File: src/rtl/io_pkg.sv
// io_pkg: constants shared by the output-port sink, the processor
// integration and the bench.
//   DATA_W         processor word width
//   OUT_FIFO_DEPTH entries in the OUT-instruction FIFO (power of two, >= 2)
//   OUT_FIFO_AW    log2(OUT_FIFO_DEPTH), pointer index width
package io_pkg;
  localparam int DATA_W         = 16;
  localparam int OUT_FIFO_DEPTH = 8;
  localparam int OUT_FIFO_AW    = 3;
endpackage

File: src/rtl/out_fifo_mem.sv
// out_fifo_mem: DEPTH x W register array backing the output FIFO.
// Ports:
//   clk    in   system clock, rising edge
//   we     in   write enable
//   waddr  in   write index
//   wdata  in   write data
//   raddr  in   read index (asynchronous read)
//   rdata  out  storage[raddr]
// Storage is intentionally not reset.
module out_fifo_mem
  import io_pkg::*;
#(
  parameter int W     = DATA_W,
  parameter int DEPTH = OUT_FIFO_DEPTH,
  parameter int AW    = OUT_FIFO_AW
) (
  input  logic          clk,
  input  logic          we,
  input  logic [AW-1:0] waddr,
  input  logic [W-1:0]  wdata,
  input  logic [AW-1:0] raddr,
  output logic [W-1:0]  rdata
);

  logic [W-1:0] mem [DEPTH];

  always_ff @(posedge clk) begin
    if (we) mem[waddr] <= wdata;
  end

  assign rdata = mem[raddr];

endmodule

File: src/rtl/io_out_buffer.sv
// io_out_buffer: output-port sink behind the write-back stage. Every OUT
// result (wr_data qualified by wr_en) is queued in a small FIFO and offered
// to a consumer over valid/ready, so a slow peripheral never stalls the
// pipeline. Writes arriving while full (and not popping) are dropped and
// raise a sticky overflow flag.
// Ports:
//   clk       in   system clock, rising edge
//   rst       in   asynchronous active-high reset
//   wr_en     in   out strobe from WB, one pulse per OUT
//   wr_data   in   WB write data for that OUT
//   rd_ready  in   consumer accepts rd_data this cycle
//   rd_valid  out  rd_data holds the oldest unread entry
//   rd_data   out  head entry, 0 when empty
//   full      out  count == DEPTH
//   empty     out  count == 0
//   count     out  stored entries, 0..DEPTH
//   overflow  out  sticky drop flag
//   clr_ovf   in   synchronous clear of overflow (a same-cycle drop wins)
module io_out_buffer
  import io_pkg::*;
#(
  parameter int W     = DATA_W,
  parameter int DEPTH = OUT_FIFO_DEPTH,
  parameter int AW    = OUT_FIFO_AW
) (
  input  logic          clk,
  input  logic          rst,
  input  logic          wr_en,
  input  logic [W-1:0]  wr_data,
  input  logic          rd_ready,
  output logic          rd_valid,
  output logic [W-1:0]  rd_data,
  output logic          full,
  output logic          empty,
  output logic [AW:0]   count,
  output logic          overflow,
  input  logic          clr_ovf
);

  // Pointers carry one extra wrap bit so full and empty are distinguishable.
  logic [AW:0]  wr_ptr;
  logic [AW:0]  rd_ptr;
  logic [W-1:0] head;
  logic         pop;
  logic         push_ok;
  logic         drop;

  assign empty    = (wr_ptr == rd_ptr);
  assign full     = (wr_ptr[AW-1:0] == rd_ptr[AW-1:0]) && (wr_ptr[AW] != rd_ptr[AW]);
  assign count    = wr_ptr - rd_ptr;
  assign rd_valid = !empty;
  // Gate the head so unwritten storage never shows up on rd_data.
  assign rd_data  = empty ? '0 : head;

  assign pop     = rd_valid & rd_ready;
  // A pop frees a slot in the same edge, so a full FIFO can still accept.
  assign push_ok = wr_en & (!full | pop);
  assign drop    = wr_en & full & !pop;

  out_fifo_mem #(
    .W     (W),
    .DEPTH (DEPTH),
    .AW    (AW)
  ) u_mem (
    .clk   (clk),
    .we    (push_ok),
    .waddr (wr_ptr[AW-1:0]),
    .wdata (wr_data),
    .raddr (rd_ptr[AW-1:0]),
    .rdata (head)
  );

  always_ff @(posedge clk or posedge rst) begin
    if (rst) begin
      wr_ptr   <= '0;
      rd_ptr   <= '0;
      overflow <= 1'b0;
    end else begin
      if (push_ok) wr_ptr <= wr_ptr + 1'b1;
      if (pop)     rd_ptr <= rd_ptr + 1'b1;
      if (drop)         overflow <= 1'b1;
      else if (clr_ovf) overflow <= 1'b0;
    end
  end

endmodule
File: config.mk
export PLATFORM = sky130hd
export DESIGN_NAME = io_out_buffer
export DESIGN_NICKNAME = d
export VERILOG_FILES = /design/src/rtl/io_pkg.sv /design/src/rtl/out_fifo_mem.sv /design/src/rtl/io_out_buffer.sv
export SDC_FILE = /design/constraint.sdc
export NUM_CORES = 1
export LEC_CHECK = 0
export ABC_AREA = 1
export CORE_ASPECT_RATIO = 1.4
export CORE_MARGIN = 2
export CORE_UTILIZATION = 45
export DETAILED_ROUTE_END_ITERATION = 16
export PLACE_DENSITY = 0.61
export SETUP_SLACK_MARGIN = 0.2
export SKIP_LAST_GASP = 1
export SLEW_MARGIN = 5
export SYNTH_ARGS = -nofsm -noshare
export SYNTH_HDL_FRONTEND = slang
export SYNTH_SLANG_ARGS = --single-unit
File: constraint.sdc
create_clock -name clk -period 5.23 [get_ports clk]
set_input_delay 1.046 -clock clk [delete_from_list [all_inputs] [get_ports clk]]
set_output_delay 1.046 -clock clk [all_outputs]
set_load 0.01 [all_outputs]
==> summary.md <==
| Metric | Value |
|---|---|
| Top achievable clock speed | `0.260 GHz` |
| Die area | `14900 um2` |
| DR iter-0 viols | `215` |
| Synth Area in Simple Gates | `21.8%` |
| TritonCTS clock tree | `yes` |
| Sw Share | `34.8%` |
| CP peak stage delay | `0.89 ns` |
| Cts hold-fix bufs | `0` |
| Wirelength, routed | `13500 um` |
| RSZ-0062 raised after global routing | `false` |
| Flop pwr share | `32.3%` |
| Status | `finished clean` |
| Area delta synth->final | `20.0%` |
| # Post-CTS Setup Buffers | `0` |
| Layout cells sized above 1 | `6.46%` |
| Complex-gate fraction of the synthesized area | `0.240%` |
| Starting density of the core | `45.6%` |
| Combinational cell fraction of total power | `39.3%` |
| Vias/cell | `4.78` |
| Clk pwr share | `28.3%` |
| ANT nets after route | `0` |
| Setup crit end kind | `output pin` |
| Mapped cell area | `6260 um2` |
| Ys Warns | `0` |
| P_sw | `1.56 mW` |
| Endpoints failing hold | `0` |
| CORE AREA | `13700 um2` |
| FF+latch count, synth | `137` |
| Util after Layout | `54.7%` |
| Net Count, Synth | `679` |
| Worst setup SP type | `register` |
| Vias post-DR | `4287` |
| Setup Skew | `0.00472 ns` |
| Crit share post-route | `73.5%` |
| Global-route wire length before repair | `21000 um` |
| Cell variety after synth | `20` |
| Synth Area in Adders | `1.32%` |
| # resized after CTS | `0` |
| Post-synthesis xor/xnor area fraction | `0.700%` |
| Total Nets Final | `726` |
| Vias in the first global route | `4056` |
| Placed cells | `865` |
| PD cells | `597 nW/um2` |
| CP Cell Sequence | `inv_2 > nand2_1 > nand3_1 > nand2_1 > nor2_1 > nor2_1 > clkdlybuf4s50_1` |
| Crit path kind | `reg -> out` |
| Worst Tran Pin Value | `1.16 ns` |
| # diodes | `0` |
| Leak pwr | `3.41 nW` |
| CTS Sinks | `137` |
| Crit-path slowest cell | `inv_2` |
| Max clock buf depth | `2` |
| Main combinational cell family by area after synthesis | `simple AND/OR/NAND/NOR gates` |
| Post-Synthesis Cells | `652` |
| CP arrival | `2.80 ns` |
| Hold Crit Class | `reg -> reg` |
| Sequential share of the synthesized area | `65.0%` |
| Setup violators final | `0` |
| Critical path data required time | `4.18 ns` |
| H-tree depth | `4` |
| Num CTS Buffers | `17` |
| Clock Latency Late Sink | `0.40 ns` |
| Io pins | `45` |
| Input/output buffers | `44` |
| DRC viols | `0` |
| Antenna violations before repair | `0` |
| Number of cell rows | `51` |
| Post-DP HPWL | `7800 um` |
| Grt ovf | `0` |
| Crit-path max FO | `65` |
| Slew HR | `22.5%` |
| Internal power | `2.92 mW` |
| Syn Area/Cell | `9.60 um2` |
| Number of max-cap violations | `0` |
| Die height | `144 um` |
| Die width | `104 um` |
| Clock root cell | `clkbuf_16` |
| VDD IR max | `0.000265 V` |
| Placer Congestion | `0.751` |
| Final std cells w/o fill | `897` |
| Routed WL per cell | `15.0 um` |
| Mux share of post-synthesis cell area | `0%` |
| Setup tns final | `0 ns` |
| Largest net degree at the start of global routing | `66` |
| Worst-path clk slew | `0.06 ns` |
| Pre-antenna DRT Iters | `5` |
| Final min period | `3.84 ns` |
| Worst reg2reg setup slack | `2.27 ns` |
| Slew Viols, Final | `0` |
| Total track usage | `18.7%` |
==> path summary, 6_finish.rpt <==
check / cells after the start / end / start
max in group asynchronous: 2 / rd_ptr[0] / rst
setup / recovery: 7 / rd_data[15] / rd_ptr[0]
hold / removal: 2 / overflow / overflow
hold reg to reg: 2 / overflow / overflow
min in group asynchronous: 2 / wr_ptr[3] / rst
setup reg to reg: 8 / u_mem.mem[3][4] / wr_ptr[0]
==> metrics by stage <==
step | hold slack, ns | setup WS [ns] | total power, mW | instance area (um2)
2_1_floorplan | 0.464 | 2.32 | 2.53 | 6260
3_3_place_gp | 0.490 | 1.83 | 3.21 | 6880
3_5_place_dp | 0.508 | 1.77 | 3.24 | 6880
4_1_cts | 0.521 | 1.33 | 4.52 | 7510
5_1_grt | 0.575 | 1.11 | 4.76 | 7510
6_report | 0.525 | 1.39 | 4.48 | 7510
==> cells in the mapped netlist, drive strengths merged <==
library cell  number  area [um2]
edfxtp           128        3840
nor2              43         169
o21ai              2        10.0
xnor2              2        17.5
nand2            194         733
xor2               3        26.3
inv              144         541
dfrtp              9         225
nand4              1        6.26
clkbuf             8        30.0
buf               20         111
nand3             91         455
ha                 5        62.6
a21oi              1        5.00
fa                 1        20.0
==> power by group through the flow <==
stage | Clock [mW] | Combinational [mW] | Sequential, mW
2_1_floorplan | 0 | 1.10 | 1.43
3_3_place_gp | 0 | 1.75 | 1.46
3_5_place_dp | 0 | 1.77 | 1.47
4_1_cts | 1.29 | 1.78 | 1.45
5_1_grt | 1.33 | 1.96 | 1.47
6_report | 1.27 | 1.76 | 1.45
==> critical path, delay by kind of cell, from the launching register on <==
kind / cells / cell delay [ns]
simple gates: 5 / 0.49
buf+inv: 2 / 1.36
flops: 1 / 0.54
==> state kept, by name, indices dropped and copies added (netlist names) <==
name       cells
rd_ptr         4
wr_ptr         4
overflow       1
u_mem.mem    128
==> layout by cell type, fill, tap and decap left out, types with 2 or more instances in the layout <==
master           count
buf_4               12
bufinv_16            5
clkbuf_16           17
clkdlybuf4s50_1     44
clkinv_1             4
clkinv_2             2
clkinvlp_4           3
dfrtp_1              8
edfxtp_1           128
ha_1                 5
inv_1              142
inv_2                2
nand2_1            192
nand2_2              2
nand3_1             91
nor2_1              42
o21ai_0              2
xnor2_1              2
xor2_1               3
==> logic make-up after synthesis <==
group | after synthesis
AO/OA/AOI/OAI | 3
XOR/XNOR | 5
adder cells (fa/ha/maj) | 6
buffers and inverters | 172
flip-flops | 137
AND/OR/NAND/NOR | 329
==> final cells by class <==
type	count	area (um2)
Fill cell	1211	6210
Sequential cell	137	4070
Multi-Input combinational cell	343	1510
Inverter	144	541
Timing Repair Buffer	56	531
Clock buffer	17	425
Tap cell	185	231
Clock inverter	15	206
==> per-layer routing <==
metal	wire length, um	part of all wire [%]	track usage [%]	vias to the layer above
met5	0	0	0	-
met1	5810	43	22.6	2048
met4	257	1.9	7.40	0
met3	475	3.5	4.13	17
met2	6950	52	32.9	97
li1	-	-	-	2125
(Power assumes the default switching activity.)
